**config.mk**
```make
export PLATFORM = sky130hd
export DESIGN_NAME = cpu10_exec_wb_pipe_flat
export DESIGN_NICKNAME = d
export VERILOG_FILES = /design/src/rtl/cpu10_pkg.sv /design/src/rtl/cpu10_exec_wb_pipe_if.sv /design/src/rtl/cpu10_alu.sv /design/src/rtl/cpu10_exec_wb_pipe.sv /design/src/flat_wrapper.sv
export SDC_FILE = /design/constraint.sdc
export NUM_CORES = 1
export LEC_CHECK = 0
export ABC_CLOCK_PERIOD_IN_PS = 5050
export BUFFER_PORTS_ARGS = -buffer_cell sky130_fd_sc_hd__buf_4
export CORE_ASPECT_RATIO = 0.7
export CORE_MARGIN = 4
export CORE_UTILIZATION = 55
export DETAILED_ROUTE_END_ITERATION = 8
export HOLD_SLACK_MARGIN = 0.03
export PLACE_DENSITY = 0.86
export SYNTH_ARGS = -nofsm -noshare
export SYNTH_HDL_FRONTEND = slang
export SYNTH_HIERARCHICAL = 1
export SYNTH_SLANG_ARGS = --single-unit
```
**constraint.sdc**
```tcl
create_clock -name clk -period 5.05 [get_ports clk]
set_clock_uncertainty 0.05 [all_clocks]
set_input_delay 0.505 -clock clk [delete_from_list [all_inputs] [get_ports clk]]
set_output_delay 0.505 -clock clk [all_outputs]
set_load 0.03 [all_outputs]
```
**src/rtl/cpu10_pkg.sv**
```systemverilog
// rtl/cpu10_pkg.sv - shared widths, ALU opcodes and pipeline register layouts for the 10-bit CPU
package cpu10_pkg;

  localparam int W  = 10;
  localparam int RA = 3;

  localparam logic [2:0] ALU_ADD  = 3'b000;
  localparam logic [2:0] ALU_SUB  = 3'b001;
  localparam logic [2:0] ALU_SLT  = 3'b010;
  localparam logic [2:0] ALU_NAND = 3'b011;
  localparam logic [2:0] ALU_SLR  = 3'b100;
  localparam logic [2:0] ALU_SLL  = 3'b101;
  localparam logic [2:0] ALU_HALT = 3'b110;

  typedef struct packed {
    logic [RA-1:0] src_a;
    logic [RA-1:0] src_b;
    logic [W-1:0]  op_a;
    logic [W-1:0]  op_b;
    logic [2:0]    alu_ctrl;
    logic          reg_we;
    logic          mem_we;
    logic          mem_re;
    logic [W-1:0]  store_data;
  } fd_em_t;

  typedef struct packed {
    logic [W-1:0]  alu_result;
    logic [W-1:0]  mem_rdata;
    logic          reg_we;
    logic          mem_re;
    logic [RA-1:0] dest;
  } em_wb_t;

endpackage

```
**src/rtl/cpu10_exec_wb_pipe_if.sv**
```systemverilog
// rtl/cpu10_exec_wb_pipe_if.sv - decode-side inputs, data RAM port and writeback outputs of the EM/WB pipe
interface cpu10_exec_wb_pipe_if;
  import cpu10_pkg::*;

  logic [RA-1:0] fd_srcA_addr;
  logic [RA-1:0] fd_srcB_addr;
  logic [W-1:0]  fd_opA;
  logic [W-1:0]  fd_opB;
  logic [2:0]    fd_alu_ctrl;
  logic          fd_reg_we;
  logic          fd_mem_we;
  logic          fd_mem_re;
  logic [W-1:0]  fd_store_data;
  logic [W-1:0]  mem_addr;
  logic          mem_we;
  logic [W-1:0]  mem_wdata;
  logic [W-1:0]  mem_rdata;
  logic          em_halt;
  logic          wb_reg_we;
  logic [RA-1:0] wb_dest;
  logic [W-1:0]  wb_wdata;
  logic          wb_mem_re;

  modport master (
    output fd_srcA_addr, fd_srcB_addr, fd_opA, fd_opB, fd_alu_ctrl,
           fd_reg_we, fd_mem_we, fd_mem_re, fd_store_data, mem_rdata,
    input  mem_addr, mem_we, mem_wdata, em_halt, wb_reg_we, wb_dest,
           wb_wdata, wb_mem_re
  );

  modport slave (
    input  fd_srcA_addr, fd_srcB_addr, fd_opA, fd_opB, fd_alu_ctrl,
           fd_reg_we, fd_mem_we, fd_mem_re, fd_store_data, mem_rdata,
    output mem_addr, mem_we, mem_wdata, em_halt, wb_reg_we, wb_dest,
           wb_wdata, wb_mem_re
  );

endinterface

```
**src/rtl/cpu10_alu.sv**
```systemverilog
// rtl/cpu10_alu.sv - combinational 10-bit ALU with wrap-around arithmetic and halt decode
module cpu10_alu
  import cpu10_pkg::*;
(
  input  logic [W-1:0] a,
  input  logic [W-1:0] b,
  input  logic [2:0]   alu_ctrl,
  output logic [W-1:0] result,
  output logic         halt
);

  logic [3:0] shamt;
  assign shamt = b[3:0];

  always_comb begin
    result = '0;
    halt   = 1'b0;
    case (alu_ctrl)
      ALU_ADD:  result = a + b;
      ALU_SUB:  result = a - b;
      ALU_SLT:  result = {{(W-1){1'b0}}, ($signed(a) < $signed(b))};
      ALU_NAND: result = ~(a & b);
      // Shift amounts of 10..15 empty the word entirely
      ALU_SLR:  result = (shamt >= 4'd10) ? '0 : (a >> shamt);
      ALU_SLL:  result = (shamt >= 4'd10) ? '0 : (a << shamt);
      ALU_HALT: halt = 1'b1;
      default:  result = '0;
    endcase
  end

endmodule

```
**src/rtl/cpu10_exec_wb_pipe.sv**
```systemverilog
// rtl/cpu10_exec_wb_pipe.sv - FD->EM register, EM stage with WB forwarding and RAM drive, EM->WB register
module cpu10_exec_wb_pipe
  import cpu10_pkg::*;
(
  input  logic                 clk,
  input  logic                 rst,
  cpu10_exec_wb_pipe_if.slave  bus
);

  fd_em_t       em_q, em_d;
  em_wb_t       wb_q, wb_d;
  logic [W-1:0] wb_wdata;
  logic [W-1:0] alu_a, alu_b, alu_result;
  logic         fwd_a, fwd_b, alu_halt;

  always_comb begin
    em_d            = '0;
    em_d.src_a      = bus.fd_srcA_addr;
    em_d.src_b      = bus.fd_srcB_addr;
    em_d.op_a       = bus.fd_opA;
    em_d.op_b       = bus.fd_opB;
    em_d.alu_ctrl   = bus.fd_alu_ctrl;
    em_d.reg_we     = bus.fd_reg_we;
    em_d.mem_we     = bus.fd_mem_we;
    em_d.mem_re     = bus.fd_mem_re;
    em_d.store_data = bus.fd_store_data;
  end

  always_ff @(posedge clk or posedge rst) begin
    if (rst) begin
      em_q <= '0;
      wb_q <= '0;
    end else begin
      em_q <= em_d;
      wb_q <= wb_d;
    end
  end

  // A LOAD in WB forwards its RAM data, so dependent instructions need no stall
  assign wb_wdata = wb_q.mem_re ? wb_q.mem_rdata : wb_q.alu_result;

  always_comb begin
    fwd_a = wb_q.reg_we && (wb_q.dest == em_q.src_a);
    fwd_b = wb_q.reg_we && (wb_q.dest == em_q.src_b);
    alu_a = fwd_a ? wb_wdata : em_q.op_a;
    alu_b = fwd_b ? wb_wdata : em_q.op_b;
  end

  cpu10_alu u_alu (
    .a        (alu_a),
    .b        (alu_b),
    .alu_ctrl (em_q.alu_ctrl),
    .result   (alu_result),
    .halt     (alu_halt)
  );

  always_comb begin
    wb_d            = '0;
    wb_d.alu_result = alu_result;
    wb_d.mem_rdata  = bus.mem_rdata;
    wb_d.reg_we     = em_q.reg_we;
    wb_d.mem_re     = em_q.mem_re;
    wb_d.dest       = em_q.src_b;
  end

  assign bus.mem_addr  = alu_result;
  assign bus.mem_we    = em_q.mem_we;
  assign bus.mem_wdata = em_q.mem_we ? em_q.store_data : '0;
  assign bus.em_halt   = alu_halt;
  assign bus.wb_reg_we = wb_q.reg_we;
  assign bus.wb_dest   = wb_q.dest;
  assign bus.wb_wdata  = wb_wdata;
  assign bus.wb_mem_re = wb_q.mem_re;

endmodule

```
**src/flat_wrapper.sv**
```systemverilog
// flat-port wrapper written by rule: the top's interface ports become plain ports
module cpu10_exec_wb_pipe_flat import cpu10_pkg::*;
  (clk, rst, bus_fd_srcA_addr, bus_fd_srcB_addr, bus_fd_opA, bus_fd_opB, bus_fd_alu_ctrl, bus_fd_reg_we, bus_fd_mem_we, bus_fd_mem_re, bus_fd_store_data, bus_mem_rdata, bus_mem_addr, bus_mem_we, bus_mem_wdata, bus_em_halt, bus_wb_reg_we, bus_wb_dest, bus_wb_wdata, bus_wb_mem_re);
  cpu10_exec_wb_pipe_if bus_i ();
  input  logic clk;
  input  logic rst;
  input wire logic [$bits(bus_i.fd_srcA_addr)-1:0] bus_fd_srcA_addr;
  input wire logic [$bits(bus_i.fd_srcB_addr)-1:0] bus_fd_srcB_addr;
  input wire logic [$bits(bus_i.fd_opA)-1:0] bus_fd_opA;
  input wire logic [$bits(bus_i.fd_opB)-1:0] bus_fd_opB;
  input wire logic [$bits(bus_i.fd_alu_ctrl)-1:0] bus_fd_alu_ctrl;
  input wire logic [$bits(bus_i.fd_reg_we)-1:0] bus_fd_reg_we;
  input wire logic [$bits(bus_i.fd_mem_we)-1:0] bus_fd_mem_we;
  input wire logic [$bits(bus_i.fd_mem_re)-1:0] bus_fd_mem_re;
  input wire logic [$bits(bus_i.fd_store_data)-1:0] bus_fd_store_data;
  input wire logic [$bits(bus_i.mem_rdata)-1:0] bus_mem_rdata;
  output wire logic [$bits(bus_i.mem_addr)-1:0] bus_mem_addr;
  output wire logic [$bits(bus_i.mem_we)-1:0] bus_mem_we;
  output wire logic [$bits(bus_i.mem_wdata)-1:0] bus_mem_wdata;
  output wire logic [$bits(bus_i.em_halt)-1:0] bus_em_halt;
  output wire logic [$bits(bus_i.wb_reg_we)-1:0] bus_wb_reg_we;
  output wire logic [$bits(bus_i.wb_dest)-1:0] bus_wb_dest;
  output wire logic [$bits(bus_i.wb_wdata)-1:0] bus_wb_wdata;
  output wire logic [$bits(bus_i.wb_mem_re)-1:0] bus_wb_mem_re;
  assign bus_i.fd_srcA_addr = bus_fd_srcA_addr;
  assign bus_i.fd_srcB_addr = bus_fd_srcB_addr;
  assign bus_i.fd_opA = bus_fd_opA;
  assign bus_i.fd_opB = bus_fd_opB;
  assign bus_i.fd_alu_ctrl = bus_fd_alu_ctrl;
  assign bus_i.fd_reg_we = bus_fd_reg_we;
  assign bus_i.fd_mem_we = bus_fd_mem_we;
  assign bus_i.fd_mem_re = bus_fd_mem_re;
  assign bus_i.fd_store_data = bus_fd_store_data;
  assign bus_i.mem_rdata = bus_mem_rdata;
  assign bus_mem_addr = bus_i.mem_addr;
  assign bus_mem_we = bus_i.mem_we;
  assign bus_mem_wdata = bus_i.mem_wdata;
  assign bus_em_halt = bus_i.em_halt;
  assign bus_wb_reg_we = bus_i.wb_reg_we;
  assign bus_wb_dest = bus_i.wb_dest;
  assign bus_wb_wdata = bus_i.wb_wdata;
  assign bus_wb_mem_re = bus_i.wb_mem_re;
  cpu10_exec_wb_pipe u_core (.clk(clk), .rst(rst), .bus(bus_i));
endmodule
```
# --- Yosys cells after proc, flatten, opt, wreduce, memory -nomap -nowiden ---
# Cells that the tools add are included.
word_totals:
  inputBits: 54
  output_inout_bits: 37
  elab_cells: 41
  ff_bits: 67
op_classes:
  bitwise: 2
  muxes: 8
  add_sub_neg: 2
  n_eq_ne: 8
  order_cmp: 2
  shift: 2
  n_reduce_logical: 3
ops:
  columns: ["cell", "n"]
  rows:
  - ["10-bit 2-to-1 mux", 6]
  - ["10-bit one-hot mux with 6 select lines", 1]
  - ["10-bit adder", 1]
  - ["10-bit bitwise AND", 1]
  - ["10-bit less-than comparator", 1]
  - ["10-bit inverter", 1]
  - ["10-bit by 4-bit << shifter with 10-bit output", 1]
  - ["10-bit by 4-bit right shift with 10-bit output", 1]
  - ["10-bit subtractor", 1]
  - ["3-bit == test (second input constant)", 3]
  - ["3-bit by 2-bit == test with 1-bit output (second input constant)", 2]
  - ["3-bit == test", 2]
  - ["4-bit >= comparator (second input constant)", 1]
  - ["3-bit by 1-bit == test with 1-bit output (second input constant)", 1]
  - ["3-bit logical NOT", 1]
  - ["1-bit logical AND", 2]
  - ["1-bit 2-to-1 mux", 1]

# --- Logic depth before layout (Yosys ltp) ---
depth:
  depth_word: 6
  ltp_mapped: 13
  ltp_nobuf: 12

# --- By module ---
# The synthesis kept the hierarchy.
by_module_without_submodules:
  columns: ["mod", "cells_each", "area_each_um2", "instances", "seq_area_each_um2"]
  rows:
  - ["cpu10_exec_wb_pipe", 120, 2194.6, 1, 1676.6]
  - ["cpu10_alu", 264, 1853.0, 1, 0.0]

# --- Worst setup path after synthesis ---
# No wires, ideal clock.
synth_path:
  path_type: "register -> output"
  start: "reg u_core.wb_q (netlist bit u_core/bus.wb_mem_re)"
  end: "out bus_mem_addr[8]"
  stages_incl_launch_ff: 14
  slack_ns: 0.606
  arrival_ns: 3.889
  required_ns: 4.495
  n_path_buf: 3
  cell_sequence: "dfrtp_1 -> buf_2 -> mux2_2 -> mux2_2 -> inv_1 -> clkbuf_1 -> ha_1 -> buf_2 -> nor2b_1 -> o211ai_1 -> a21oi_1 -> and3_1 -> o21a_1 -> o31ai_1"
synth_via:
  elab_chain_cells: 5
  word_cells_on_any_way: 13
  cone_classes: "add/sub: 2; order compare: 1; shift: 2; mux: 6; bitwise: 2"
synth_lines:
  columns: ["element", "line_no", "source"]
  rows:
  - ["start: declaration", "cpu10_exec_wb_pipe.sv:11", "em_wb_t wb_q, wb_d;"]
  - ["start signal: assignment", "cpu10_exec_wb_pipe.sv:35", "wb_q <= wb_d;"]
  - ["10-bit 2-to-1 mux (*)", "cpu10_exec_wb_pipe.sv:40", "assign wb_wdata = wb_q.mem_re ? wb_q.mem_rdata : wb_q.alu_result;"]
  - ["net bus_wb_wdata[2]", "flat_wrapper.sv:23", "output wire logic [$bits(bus_i.wb_wdata)-1:0] bus_wb_wdata;"]
  - ["10-bit 2-to-1 mux (*)", "cpu10_exec_wb_pipe.sv:46", "alu_b = fwd_b ? wb_wdata : em_q.op_b;"]
  - ["net u_core.alu_b[2]", "cpu10_exec_wb_pipe.sv:13", "logic [W-1:0] alu_a, alu_b, alu_result;"]
  - ["parallel branches: the longest is 2 deep, another holds 10-bit subtractor", null, null]
  - ["10-bit one-hot mux with 6 select lines (*)", "cpu10_alu.sv:18", "case (alu_ctrl)"]
  - ["end: declaration", "flat_wrapper.sv:17", "output wire logic [$bits(bus_i.mem_addr)-1:0] bus_mem_addr;"]
# Mark *: on every way through the listed nets, which the timed path passes.

# --- Final worst setup path ---
layout_path:
  start: "reg u_core.wb_q (netlist bit u_core/bus.wb_dest[0])"
  end: "out bus_mem_addr[8]"
layout_via:
  elab_chain_cells: 6
  word_cells_on_any_way: 16
  cone_classes: "add/sub: 2; order compare: 1; eq/ne: 2; shift: 2; mux: 5; bitwise: 2; reduce/logical: 2"
layout_lines:
  columns: ["element", "line_no", "source"]
  rows:
  - ["3-bit == test (*)", "cpu10_exec_wb_pipe.sv:44", "fwd_b = wb_q.reg_we && (wb_q.dest == em_q.src_b);"]
  - ["1-bit logical AND (*)", "cpu10_exec_wb_pipe.sv:44", null]
  - ["10-bit 2-to-1 mux (*)", "cpu10_exec_wb_pipe.sv:46", null]
  - ["net u_core.alu_b[0]", "cpu10_exec_wb_pipe.sv:13", null]
  - ["parallel branches: the longest is 2 deep, another holds 10-bit subtractor", null, null]
  - ["10-bit one-hot mux with 6 select lines (*)", "cpu10_alu.sv:18", null]
# Marks and branches as above.

==> parameters.txt <==
Parameter                              Value

Run status
  Outcome ... finished clean

Yosys
  Net count after synthesis ... 461
  Average cell area after synthesis ... 10.54 um2
  Cell types with the highest counts after synthesis ... sky130_fd_sc_hd__dfrtp_1, sky130_fd_sc_hd__mux2_2, sky130_fd_sc_hd__inv_1, sky130_fd_sc_hd__ha_1, sky130_fd_sc_hd__nor2_1
  Share of Yosys cell area claimed by the top area cell type ... 0.4142
  Post-synthesis compound-gate area fraction ... 0.1583
  Share of synthesized area spent on multiplexers ... 0.1518
  Post-synth top flop ... sky130_fd_sc_hd__dfrtp_1
  Netlist area before placement ... 4048 um2
  Number of synthesized flops with an enable pin ... 0
  Synthesis warning total ... 6
  Cell type with the highest aggregate area in the netlist ... sky130_fd_sc_hd__dfrtp_1
  Share of synthesized cell area in full adder, half adder and majority cells ... 0.07481
  Synth top area cells ... sky130_fd_sc_hd__dfrtp_1, sky130_fd_sc_hd__mux2_2, sky130_fd_sc_hd__ha_1, sky130_fd_sc_hd__mux2i_1, sky130_fd_sc_hd__mux4_2
  Yosys cell types ... 55
  Fraction of registers with async set or reset after synthesis ... 1.000
  Dominant cell by count in the synthesized netlist ... sky130_fd_sc_hd__dfrtp_1
  Share of synthesized cell area in and, or, nand and nor gates ... 0.1206
  Number of instances in the synthesized netlist ... 384
  Register area share after synthesis ... 0.4142
  Synth Register Bits ... 67
  Xor/xnor cell area share of the yosys netlist ... 0.02597
  Main combinational cell family by area after synthesis ... compound AO/OA/AOI/OAI gates

Final layout
  Final cell area excluding filler cells ... 4947 um2
  Area Overhead vs Synth ... 22.23%
  ANT cells ... 0
  Layout cell share with drive strength beyond 1 ... 0.3319
  Final cell count without fillers ... 567
  # nets final ... 545

Clock tree
  Number of gates given a new drive strength after cts ... 0
  Post-CTS Repair Setup Buffers ... 0
  Register clock-pin slew on the reported worst setup and hold paths ... 80 ps
  Maximum buffer depth of the clock tree ... 2
  TritonCTS sink count ... 67
  Num CTS Buffers ... 9
  Clock tree from TritonCTS ... done
  CTS H-Tree Depth ... 3
  Cts hold-fix bufs ... 0
  Clock latency on the worst-skew pair ... 360 ps
  Clock tree root buffer cell ... sky130_fd_sc_hd__clkbuf_8

Die
  Die Span Y ... 79.78 um
  Initial cell density of the core ... 0.5829
  Floorplan die area ... 8818 um2
  Width of the die ... 110.5 um
  Num rows ... 25
  Core area ... 6944 um2
  # IOs ... 91

Worst setup path
  Required arrival time at the worst endpoint ... 4490 ps
  Series of cell instances along the critical path ... xnor2_1 -> nand4_2 -> mux2_2 -> ha_1 -> inv_1 -> fa_1 -> o21bai_1 -> a21oi_1 -> o211ai_1 -> a31oi_1 -> o21a_1 -> o31ai_1 -> buf_4
  Slowest-stage cell, CP ... sky130_fd_sc_hd__mux2_2
  CP Buf/Inv Count ... 2
  Crit-path max cell delay ... 610 ps
  Startpoint type of the worst setup path ... flip-flop
  Data arrival time of the critical path ... 4160 ps
  Number of gates on the worst path with buffers counted ... 13
  Kind of critical path ... reg -> out
  Maximum fanout encountered on the critical timing path ... 20
  Reg2Reg Depth ... 12
  Crit-path leading delay family ... compound AO/OA/AOI/OAI gates
  Type of element capturing the critical path ... output pin

GRT
  Antenna violations before repair ... 0
  Maximum number of pins on one net before global-route repair ... 68
  Wire length of the first global-routing pass ... 18.97 mm
  Global routing usage summed across all routing layers ... 0.2738
  Total congestion overflow ... 0
  Number of global-route vias before repair ... 3519

STA
  Endpoints failing hold ... 0
  Setup repair after global routing missed its margin ... no
  Minimum clock period ... 4717 ps
  Share of the clock period used by the worst path after layout ... 0.9340
  Worst-Margin Slew ... 812.4 ps
  Total negative slack for setup checks ... 0 ps
  Final max-slew violation count ... 0
  Total of endpoints with negative setup slack in the final report ... 0
  Max Freq ... 212.0 MHz
  Worst relative slew slack ... 0.4584

Placed design
  Final weighted congestion in routability-driven placement ... 0.9670
  Buffers on Ports ... 90
  HPWL reported at the end of detailed placement ... 8.507 mm
  Placed instance count ... 551
  Area post-placement ... 4748 um2

Hold path
  Class of the tightest hold or removal check ... in -> reg
  Worst hold path cell count ... 1

Pwr
  Final Power ... 1.523 mW
  Maximum VDD drop ... 0.0002223 V
  Leakage power figure ... 2.316 nW
  Cell Pwr Density ... 307.8 nW/um2

Job
  Max-cap violation count ... 0

Routing
  Average via count per standard cell ... 6.056
  Final WL ... 11.29 mm
  Count of vias placed by the detailed router ... 3434
  Number of detailed-route iterations in the first pass ... 5
  Remaining antenna violation count after routing ... 0
  Avg WL per Cell ... 19.91 um
  DRT iter0 DRCs ... 394
  DRC violations left ... 0
[cell families after synthesis]
logic type | Yosys count
adders and majority gates | 23
DFF | 67
buffers and inverters | 46
xor gates and xnor gates | 12
and+or+nand+nor | 91
AOI/OAI and AO/OA | 94
muxes | 51
[per-stage QoR]
step	worst slack [ps]	util	hold slack [ps]
2_1_floorplan	605.9	-	281.2
3_3_place_gp	950.6	0.6838	289.1
3_5_place_dp	835.0	0.6838	287.1
4_1_cts	444.6	0.7124	185.1
5_1_grt	84.77	0.7124	178.8
6_report	333.5	0.7124	195.6
[path summary, 6_finish.rpt]
path,from,to,slack [ps]
max,u_core/bus.wb_dest[0],bus_mem_addr[8],330
min,bus_fd_opA[0],u_core/em_q[26],200
max reg2reg,u_core/bus.wb_dest[0],u_core/wb_q[23],1290
min reg2reg,u_core/em_q[12],u_core/bus.wb_reg_we,300
max in group asynchronous,rst,u_core/em_q[13],4090
min in group asynchronous,rst,u_core/wb_q[13],340
[cells in the final DEF, fill, tap and decap left out, types with 6 or more instances in the layout]
cell type / instances
sky130_fd_sc_hd__buf_4: 95
sky130_fd_sc_hd__nand3_1: 7
sky130_fd_sc_hd__nand2_1: 18
sky130_fd_sc_hd__o21ai_0: 19
sky130_fd_sc_hd__ha_1: 21
sky130_fd_sc_hd__clkbuf_8: 9
sky130_fd_sc_hd__inv_1: 23
sky130_fd_sc_hd__nand2b_1: 7
sky130_fd_sc_hd__mux2_2: 33
sky130_fd_sc_hd__o211ai_1: 6
sky130_fd_sc_hd__dfrtp_1: 67
sky130_fd_sc_hd__a21oi_1: 16
sky130_fd_sc_hd__nor2_1: 21
sky130_fd_sc_hd__mux2i_1: 13
sky130_fd_sc_hd__and2_1: 11
sky130_fd_sc_hd__xnor2_1: 10
sky130_fd_sc_hd__and3_1: 6
[area by class of cell]
type                       instances  area [um2]
multi-input combinational        271        2151
timing repair buffer              95       713.2
fill                             553        1997
clock inverter                     7       75.07
sequential                        67        1677
inverter                          24       90.09
tap                               94       117.6
clock buffer                       9       123.9
[per-layer routing]
| layer | part of all wire | global-route usage |
|---|---|---|
| met5 | 0 | 0 |
| met4 | 0.012 | 0.07257 |
| met3 | 0.11 | 0.09091 |
| met2 | 0.44 | 0.4122 |
| met1 | 0.44 | 0.3822 |
[flip-flops by register name, summed over array words and instances (netlist names)]
| name | count |
|---|---|
| u_core/em_q | 41 |
| u_core/wb_q | 20 |
| u_core/bus.wb_dest | 3 |
| u_core/bus.mem_we | 1 |
| u_core/bus.wb_mem_re | 1 |
| u_core/bus.wb_reg_we | 1 |
[report_power, final]
group / internal, mW / total (mW) / switching (mW)
Sequential: 0.571 / 0.591 / 0.0193
Combinational: 0.197 / 0.482 / 0.285
Clock: 0.230 / 0.450 / 0.220
[worst reg2reg max path: cells and delay by family, from the launching register on]
family	cells	cell delay, ps
DFF	1	420
buffers and inverters	1	80
AOI/OAI and AO/OA	6	1330
xor gates and xnor gates	1	230
muxes	1	610
adders and majority gates	2	670
and+or+nand+nor	1	240
No activity file was read; power rests on OpenSTA's default activity.
